`src/rtl/uart_pkg.sv`:
```
// uart_pkg: definitions shared by the UART transmit and receive paths.
//   uart_state_e   - frame FSM encoding (IDLE, START, DATA, PARITY, STOP)
//   PAR_EVEN/ODD   - parity-type select values
//   LINE_IDLE      - line level while idle and during the stop bit
//   START_BIT      - line level during the start bit
//   frame_parity() - parity bit for a word of up to MAX_DATA_WIDTH bits
package uart_pkg;

  typedef enum logic [2:0] {
    IDLE   = 3'd0,
    START  = 3'd1,
    DATA   = 3'd2,
    PARITY = 3'd3,
    STOP   = 3'd4
  } uart_state_e;

  localparam logic PAR_EVEN  = 1'b0;
  localparam logic PAR_ODD   = 1'b1;
  localparam logic LINE_IDLE = 1'b1;
  localparam logic START_BIT = 1'b0;

  localparam int MAX_DATA_WIDTH = 9;

  // Narrower words are zero-extended by the caller; the extra zeros do not
  // change the XOR reduction.
  function automatic logic frame_parity(input logic [MAX_DATA_WIDTH-1:0] data,
                                        input logic                      par_typ);
    return (par_typ == PAR_ODD) ? ~^data : ^data;
  endfunction

endpackage

```
`src/rtl/uart_bit_timer.sv`:
```
// uart_bit_timer: counts 0..CLKS_PER_BIT-1 while enabled and wraps.
// Ports:
//   clk  - system clock, rising edge
//   rst  - asynchronous reset, active-high
//   en   - advance the count this cycle
//   clr  - force the count back to zero (takes priority over en)
//   wrap - high in the last cycle of a bit period (count at CLKS_PER_BIT-1
//          while enabled); the owner advances its bit/state on this edge
module uart_bit_timer #(
  parameter int CLKS_PER_BIT = 16
) (
  input  logic clk,
  input  logic rst,
  input  logic en,
  input  logic clr,
  output logic wrap
);

  localparam int CW = (CLKS_PER_BIT > 1) ? $clog2(CLKS_PER_BIT) : 1;
  localparam logic [CW-1:0] LAST = CW'(CLKS_PER_BIT - 1);

  logic [CW-1:0] cnt;

  always_ff @(posedge clk or posedge rst) begin
    if (rst) begin
      cnt <= '0;
    end else if (clr) begin
      cnt <= '0;
    end else if (en) begin
      cnt <= (cnt == LAST) ? '0 : cnt + 1'b1;
    end
  end

  // With CLKS_PER_BIT = 1 the count is always LAST, so every enabled cycle wraps.
  assign wrap = en && !clr && (cnt == LAST);

endmodule

```
`src/rtl/uart_tx_frame.sv`:
```
// uart_tx_frame: transmit-side UART framer. Takes a parallel word over a
// valid/ready handshake and sends start bit, DATA_WIDTH data bits LSB first,
// an optional parity bit and one stop bit, each held CLKS_PER_BIT clocks.
//
// Handshake: a word transfers on a rising edge where DATA_VALID && DATA_READY;
// P_DATA, PAR_EN and PAR_TYP are captured together on that edge. The source
// keeps all three stable until then. DATA_VALID while DATA_READY is low is
// ignored.
//
// Ports:
//   clk, rst    - clock (rising edge), asynchronous active-high reset
//   P_DATA      - word to send
//   DATA_VALID  - source offers P_DATA
//   DATA_READY  - block accepts a word this cycle
//   PAR_EN      - 1 inserts a parity bit
//   PAR_TYP     - 0 even, 1 odd
//   TX_OUT      - registered serial line, idle high
//   BUSY        - frame in progress (START..STOP)
//   fsm_state   - current frame state (uart_state_e encoding), for debug
//
// Build option UART_TX_HOLD_BUF_EN: adds a one-entry holding buffer so a word
// can be accepted during a frame and sent with no idle gap after the stop bit.
// Without it, DATA_READY is high only in IDLE.
module uart_tx_frame
  import uart_pkg::*;
#(
  parameter int DATA_WIDTH   = 8,
  parameter int CLKS_PER_BIT = 16
) (
  input  logic                  clk,
  input  logic                  rst,
  input  logic [DATA_WIDTH-1:0] P_DATA,
  input  logic                  DATA_VALID,
  output logic                  DATA_READY,
  input  logic                  PAR_EN,
  input  logic                  PAR_TYP,
  output logic                  TX_OUT,
  output logic                  BUSY,
  output logic [2:0]            fsm_state
);

  localparam int IW = $clog2(DATA_WIDTH);
  localparam logic [IW-1:0] LAST_BIT = IW'(DATA_WIDTH - 1);

  uart_state_e           state, state_n;
  logic [DATA_WIDTH-1:0] shreg, shreg_n;
  logic [IW-1:0]         bit_idx, bit_idx_n;
  logic                  par_en_q, par_en_n;
  logic                  par_bit_q, par_bit_n;
  logic                  tx_q, tx_n;
  logic                  accept, take_input, wrap, in_par;

  // Parity is fixed at capture time so the frame is independent of later
  // input changes.
  assign in_par = frame_parity(MAX_DATA_WIDTH'(P_DATA), PAR_TYP);

`ifdef UART_TX_HOLD_BUF_EN
  logic                  hold_full, hold_par_en, hold_par_bit;
  logic [DATA_WIDTH-1:0] hold_data;
  logic                  take_hold, hold_load;

  assign DATA_READY = !hold_full;
`else
  assign DATA_READY = (state == IDLE);
`endif

  assign accept = DATA_VALID && DATA_READY;

  uart_bit_timer #(.CLKS_PER_BIT(CLKS_PER_BIT)) u_bit_timer (
    .clk  (clk),
    .rst  (rst),
    .en   (state != IDLE),
    .clr  (state == IDLE),
    .wrap (wrap)
  );

  always_comb begin
    state_n    = state;
    shreg_n    = shreg;
    bit_idx_n  = bit_idx;
    par_en_n   = par_en_q;
    par_bit_n  = par_bit_q;
    take_input = 1'b0;
`ifdef UART_TX_HOLD_BUF_EN
    take_hold  = 1'b0;
    hold_load  = 1'b0;
`endif

    case (state)
      IDLE:   if (accept) take_input = 1'b1;
      START:  if (wrap) begin
                state_n   = DATA;
                bit_idx_n = '0;
              end
      DATA:   if (wrap) begin
                shreg_n = shreg >> 1;
                if (bit_idx == LAST_BIT) state_n = par_en_q ? PARITY : STOP;
                else                     bit_idx_n = bit_idx + 1'b1;
              end
      PARITY: if (wrap) state_n = STOP;
      STOP:   if (wrap) begin
`ifdef UART_TX_HOLD_BUF_EN
                // A buffered word goes first; otherwise a word arriving on
                // the wrap edge itself starts straight away.
                if (hold_full)   take_hold  = 1'b1;
                else if (accept) take_input = 1'b1;
                else             state_n    = IDLE;
`else
                state_n = IDLE;
`endif
              end
      default: state_n = IDLE;
    endcase

    if (take_input) begin
      state_n   = START;
      shreg_n   = P_DATA;
      par_en_n  = PAR_EN;
      par_bit_n = in_par;
    end

`ifdef UART_TX_HOLD_BUF_EN
    if (take_hold) begin
      state_n   = START;
      shreg_n   = hold_data;
      par_en_n  = hold_par_en;
      par_bit_n = hold_par_bit;
    end
    // Any accepted word not started directly is parked in the buffer.
    hold_load = accept && !take_input;
`endif

    // Line level follows the state being entered so TX_OUT is a pure register.
    tx_n = LINE_IDLE;
    case (state_n)
      IDLE:    tx_n = LINE_IDLE;
      START:   tx_n = START_BIT;
      DATA:    tx_n = shreg_n[0];
      PARITY:  tx_n = par_bit_n;
      STOP:    tx_n = LINE_IDLE;
      default: tx_n = LINE_IDLE;
    endcase
  end

  always_ff @(posedge clk or posedge rst) begin
    if (rst) begin
      state     <= IDLE;
      shreg     <= '0;
      bit_idx   <= '0;
      par_en_q  <= 1'b0;
      par_bit_q <= 1'b0;
      tx_q      <= LINE_IDLE;
    end else begin
      state     <= state_n;
      shreg     <= shreg_n;
      bit_idx   <= bit_idx_n;
      par_en_q  <= par_en_n;
      par_bit_q <= par_bit_n;
      tx_q      <= tx_n;
    end
  end

`ifdef UART_TX_HOLD_BUF_EN
  // Load wins over drain on the same edge: the buffer stays full with the new word.
  always_ff @(posedge clk or posedge rst) begin
    if (rst) begin
      hold_full    <= 1'b0;
      hold_data    <= '0;
      hold_par_en  <= 1'b0;
      hold_par_bit <= 1'b0;
    end else if (hold_load) begin
      hold_full    <= 1'b1;
      hold_data    <= P_DATA;
      hold_par_en  <= PAR_EN;
      hold_par_bit <= in_par;
    end else if (take_hold) begin
      hold_full    <= 1'b0;
    end
  end
`endif

  assign TX_OUT    = tx_q;
  assign BUSY      = (state != IDLE);
  assign fsm_state = state;

endmodule

```
`config.mk`:
```
export PLATFORM = sky130hd
export DESIGN_NAME = uart_tx_frame
export DESIGN_NICKNAME = d
export VERILOG_FILES = /design/src/rtl/uart_pkg.sv /design/src/rtl/uart_bit_timer.sv /design/src/rtl/uart_tx_frame.sv
export SDC_FILE = /design/constraint.sdc
export NUM_CORES = 1
export LEC_CHECK = 0
export ABC_AREA = 1
export BUFFER_PORTS_ARGS = -buffer_cell sky130_fd_sc_hd__buf_4
export CORE_ASPECT_RATIO = 1.1
export CORE_MARGIN = 2
export CORE_UTILIZATION = 45
export CTS_BUF_LIST = sky130_fd_sc_hd__clkbuf_8
export CTS_CLUSTER_DIAMETER = 120
export DETAILED_ROUTE_END_ITERATION = 6
export MAX_ROUTING_LAYER = met4
export PLACE_DENSITY_LB_ADDON = 0.12
export SLEW_MARGIN = 40
export SYNTH_ARGS = -nofsm -noshare
export SYNTH_HDL_FRONTEND = slang
export SYNTH_SLANG_ARGS = --single-unit
export TNS_END_PERCENT = 30
```
`constraint.sdc`:
```
create_clock -name clk -period 1.46 [get_ports clk]
set_clock_uncertainty 0.2 [all_clocks]
set_input_delay 0.146 -clock clk [delete_from_list [all_inputs] [get_ports clk]]
set_output_delay 0.146 -clock clk [all_outputs]
set_load 0.1 [all_outputs]
```
# Word level (Yosys, flattened, before mapping)

Index checks and enable logic that the tools add are counted.

Register bits after elaboration: 21
Input port bits: 13
Output and inout bits: 6
Logic and storage cells: 59

$add $sub $neg: 2
Equal/unequal tests: 12
Mux-type cells: 23
Reductions and logical operators: 14

Operator list:

| operator              | count |
|---|---|
| $mux W3               | 10 |
| $mux W8               | 3 |
| $pmux W3 S5           | 1 |
| $eq A3 B2 Y1 const B  | 4 |
| $mux W4               | 3 |
| $reduce_xnor A9 Y1    | 1 |
| $reduce_xor A9 Y1     | 1 |
| $reduce_bool A2 Y1    | 4 |
| $eq A3 B1 Y1 const B  | 2 |
| $eq A3 B3 Y1 const B  | 2 |
| $pmux W3 S2           | 1 |
| $add A4 B1 Y4 const B | 1 |
| $eq A4 B4 Y1 const B  | 1 |
| $mux W1               | 4 |
| $ne A2 B1 Y1 const B  | 2 |
| $reduce_and A4 Y1     | 1 |
| $add A3 B1 Y3 const B | 1 |
| $logic_and A1 B1 Y1   | 3 |
| $logic_not A3 Y1      | 1 |
| $pmux W1 S3           | 1 |
| $reduce_bool A3 Y1    | 1 |
| $ne A2 B2 Y1 const B  | 1 |
| $reduce_and A2 Y1     | 1 |
| $logic_not A1 Y1      | 1 |

# Depth between registers and ports, before layout

Depth in word-level cells: 9
Depth in mapped cells: 12
Depth with buffers taken out: 12

# Cells and area by module

From an unflattened synthesis, not the netlist that was laid out.

Cell total of the unflattened synthesis: 163
Area, all modules: 1268.7 um2

Modules (own cells, without submodules):

| module         | instances | cells each | area an instance (um2) | seq. area each (um2) |
|---|---|---|---|---|
| uart_tx_frame  | 1         | 136        | 1042.2                 | 426.7 |
| uart_bit_timer | 1         | 27         | 226.5                  | 100.1 |

# Worst setup path before layout

Ideal clock, no wire load.

Kind: register to register
From: register state[2] (netlist: fsm_state[2])
To: register par_bit_q
Arrival: 2.272 ns
Data required time: 1.131 ns
Path slack: -1.141 ns
Stages on the path, launching flop included: 8
Path buffers: 0
Period minus slack after synthesis: 2.601 ns
Path through: dfrtp_1 inv_2 nand2_4 inv_4 nand2_4 inv_1 or2_2 a21boi_0

Cells in the longest elaborated chain, start to end: 5

RTL lines:

| what                   | line                 | source |
|---|---|---|
| start, declared        | uart_tx_frame.sv:45  | `uart_state_e state, state_n;` |
| start signal, assigned | uart_tx_frame.sv:154 | `state <= state_n;` |
| $logic_not A3 Y1 *     | uart_tx_frame.sv:64  | `assign DATA_READY = (state == IDLE);` |
| via DATA_READY         | uart_tx_frame.sv:34  | `output logic DATA_READY,` |
| $logic_and A1 B1 Y1    | uart_tx_frame.sv:67  | `assign accept = DATA_VALID && DATA_READY;` |
| $mux W1                | uart_tx_frame.sv:90  | `IDLE: if (accept) take_input = 1'b1;` |
| $mux W1 *              | uart_tx_frame.sv:89  | `case (state)` |
| $mux W1 *              | uart_tx_frame.sv:115 | `if (take_input) begin` |
| via par_bit_n          | uart_tx_frame.sv:49  | `logic par_bit_q, par_bit_n;` |
| end signal, assigned   | uart_tx_frame.sv:158 | `par_bit_q <= par_bit_n;` |
| end, declared          | uart_tx_frame.sv:49  |  |

The timed path passes the listed nets; every way through them passes the cells marked *.
A chain may end at the register's enable or synchronous reset.

# Worst setup path in the final report

From: register state[1] (netlist: fsm_state[1])
To: output port DATA_READY

Cells in the longest elaborated chain, start to end: 1

RTL lines:

| what             | line |
|---|---|
| $logic_not A3 Y1 | uart_tx_frame.sv:64 |
| end, declared    | uart_tx_frame.sv:34 |

Every way passes these cells.

==> impl_metrics.tcl <==
set metrics [dict create \
    status "finished, violations left" \
    violations "negative setup slack" \
    finalMaxSlewViolations 0 \
    start_util 0.484 \
    dr.pass1.iters 4 \
    track_usage 0.221 \
    crit-reg2reg-capture "bit_idx[0]$_DFFE_PP0P_" \
    drc 0 \
    final_cell_mix "nand2_1 (40), buf_4 (40), inv_1 (23)" \
    regArea_um2 538 \
    place_area_mm2 0.00158 \
    clk_latency_ns 0.26 \
    period_minus_slack_ns 1.70 \
    clkPwrFrac 0.361 \
    comb_power_share 0.098 \
    syn_to_final_growth_pct 54.2 \
    multi_input_area_um2 662 \
    antenna_found_initial 0 \
    synth-seq-cells 21 \
    n_antenna_cell 0 \
    totalPowerFinal_mw 1.07 \
    startpoint_type "flop" \
    cp_cell_sequence "nor2_4 > nand2_8 > inv_16 > buf_6 > buf_12" \
    ys_types 33 \
    switching_share 0.236 \
    critPathMaxStageDelay_ns 0.50 \
    yosys_warnings 0 \
    fin_nets 222 \
    design_area_mm2 0.00190 \
    crit_start "fsm_state[1]$_DFF_PP0_" \
    worstPathArrival_ns 1.35 \
    seq_power_share 0.541 \
    die_x_um 53.8 \
    slew_headroom 0.721 \
    min_path_type "input port to flop" \
    reg2reg_from "fsm_state[0]$_DFF_PP0_" \
    antenna_left 0 \
    syn_nets 165 \
    setup_viol 21 \
    crit_end "DATA_READY" \
    fillers 179 \
    seq_area_frac_synth 0.428 \
    hpwl_um 2210 \
    vdd_drop_max_v 0.000531 \
    cts_buffers 3 \
    cp_slowest_cell "dfrtp_4" \
    crit_buf_inv 3 \
    io_pins 19 \
    clk_path_buf_depth 2 \
    wirelength_um 2930 \
    die_y_um 58.8 \
    tns_ns -2.59 \
    avgSynthCellArea_um2 8.25 \
    power_density_mw_per_mm2 566 \
    grt_pass1_vias 1206 \
    maxCapViolations 0 \
    root_buffer "clkbuf_8" \
    design.core.area_mm2 0.00254 \
    crit_fanout 3 \
    fmax_mhz 588 \
    cts_htree_levels 1 \
    viasPerCell 4.88 \
    grt.overflow.total 0 \
    synthCells 149 \
    rsz0062_at_grt "true" \
    switching_power_uw 253 \
    cpLargestDelayFamily "flip-flops" \
    hold_violations 0 \
    worstRegToRegCells 8 \
    synth_area_mm2 0.00123 \
    fp-row-count 19 \
    power.leakage_nw 1.00 \
    drt_first_iter_violations 21 \
    p_int_uw 821 \
    period_share 1.16 \
    reg2reg_setup_slack_ns -0.17 \
    cts.sinks 21 \
    grt_pass1_wl_um 5050 \
    cp_num_cells 5 \
    clkTransAtPathRegs_ns 0.08 \
    dieArea_mm2 0.00317 \
    drive_above_1_share 0.454 \
    gp_congestion 0.806 \
    worst_pin_slew_ns 0.418 \
    vias 1152 \
    grt_max_degree 13 \
    setup_slack_ns -0.241 \
    crit_type "flop to output port" \
    wl_per_cell_um 12.4 \
    cp-end-kind "output port" \
    io_buffers 18 \
    worstPathRequired_ns 1.11 \
    utilization 0.746 \
    cts_tree "yes" \
]
==> layer usage <==
layer  part of all wire  GRT usage  vias up
li1                   -          -      584
met1               0.40      0.256      548
met2               0.57      0.394       18
met3              0.022     0.0228        2
met4             0.0058     0.0659        0
met5                  0          -        -
==> metrics by stage <==
stage,setup slack (ns),hold WS (ns),std cells
floorplan,-0.554,-0.0782,149
global placement,-0.184,-0.0441,218
detailed placement,-0.200,-0.0296,218
CTS,-0.261,0.00832,233
global route,-0.295,0.0126,236
finish,-0.241,0.00728,236
==> worst min path at each step <==
stage,start,end,slack [ns],cells after the start
2_1_floorplan,rst,bit_idx[0]$_DFFE_PP0P_,-0.08,1
3_3_place_gp,rst,fsm_state[0]$_DFF_PP0_,-0.04,2
3_5_place_dp,rst,u_bit_timer.cnt[0]$_DFF_PP0_,-0.03,2
4_1_cts,P_DATA[6],shreg[6]$_DFFE_PP0P_,0.008,3
5_1_grt,P_DATA[6],shreg[6]$_DFFE_PP0P_,0.01,3
6_report,P_DATA[6],shreg[6]$_DFFE_PP0P_,0.007,3
==> power groups by stage <==
stage / logic (mW) / registers (mW) / clock network (mW)
global route: 0.121 / 0.581 / 0.426
CTS: 0.105 / 0.581 / 0.400
global placement: 0.0900 / 0.593 / 0
floorplan: 0.0475 / 0.593 / 0
finish: 0.105 / 0.581 / 0.388
detailed placement: 0.0938 / 0.593 / 0
==> cells in the mapped netlist, drive strengths merged <==
cell type  instances  share of area
or2                1         0.0051
nand3             15          0.075
o22ai              1          0.010
o21ai              2         0.0081
a22o               1         0.0071
nand2             49           0.18
ha                 3          0.031
xor2               2          0.014
o311ai             1         0.0071
dfrtp             20           0.41
o41ai              1         0.0071
inv               30          0.098
a21oi              1         0.0071
o221ai             4          0.028
o211ai             2          0.012
o2111ai            1         0.0071
a21boi             1         0.0061
nor2              11          0.057
dfstp              1          0.021
nand4              1         0.0051
buf                1         0.0092
==> kinds of logic (layout without fill, tap and decap cells) <==
| logic type | Yosys count | after routing | synth area share |
|---|---|---|---|
| xor+xnor | 2 | 2 | 0.0142 |
| compound gates | 15 | 15 | 0.101 |
| simple gates | 77 | 77 | 0.319 |
| buf+inv | 31 | 87 | 0.107 |
| flops | 21 | 21 | 0.428 |
| fa+ha+maj | 3 | 3 | 0.0305 |
==> worst register-to-register path: stages, from the launching register on <==
cell     delay (ns)
dfrtp_4        0.50
inv_1          0.12
nand3_4        0.12
inv_1          0.11
nand2_2        0.09
a21oi_4        0.18
inv_1          0.08
nand2_1        0.06
o21ai_1        0.06
==> timing repair <==
action,4_1_cts,5_1_grt
hold buffers,5,0
cloned,0,0
buffers inserted,6,3
hold endpoints to repair,12,0
pin swaps,9,6
gates resized for setup,29,12
endpoints found under the setup margin,21,24
==> final cells by class <==
| class | instances | share of cell area |
|---|---|---|
| inverter | 30 | 0.0719 |
| multi-input combinational | 97 | 0.349 |
| clock inverter | 1 | 0.00264 |
| clock buffer | 3 | 0.0218 |
| tap | 31 | 0.0204 |
| timing repair buffer | 53 | 0.251 |
| sequential | 21 | 0.284 |
==> sequential cells by signal, indices dropped and copies added (netlist names) <==
name and flops:
shreg 8, u_bit_timer.cnt 4, bit_idx 3, fsm_state 3
TX_OUT 1, par_bit_q 1, par_en_q 1
No activity file was read; power rests on OpenSTA's default activity.
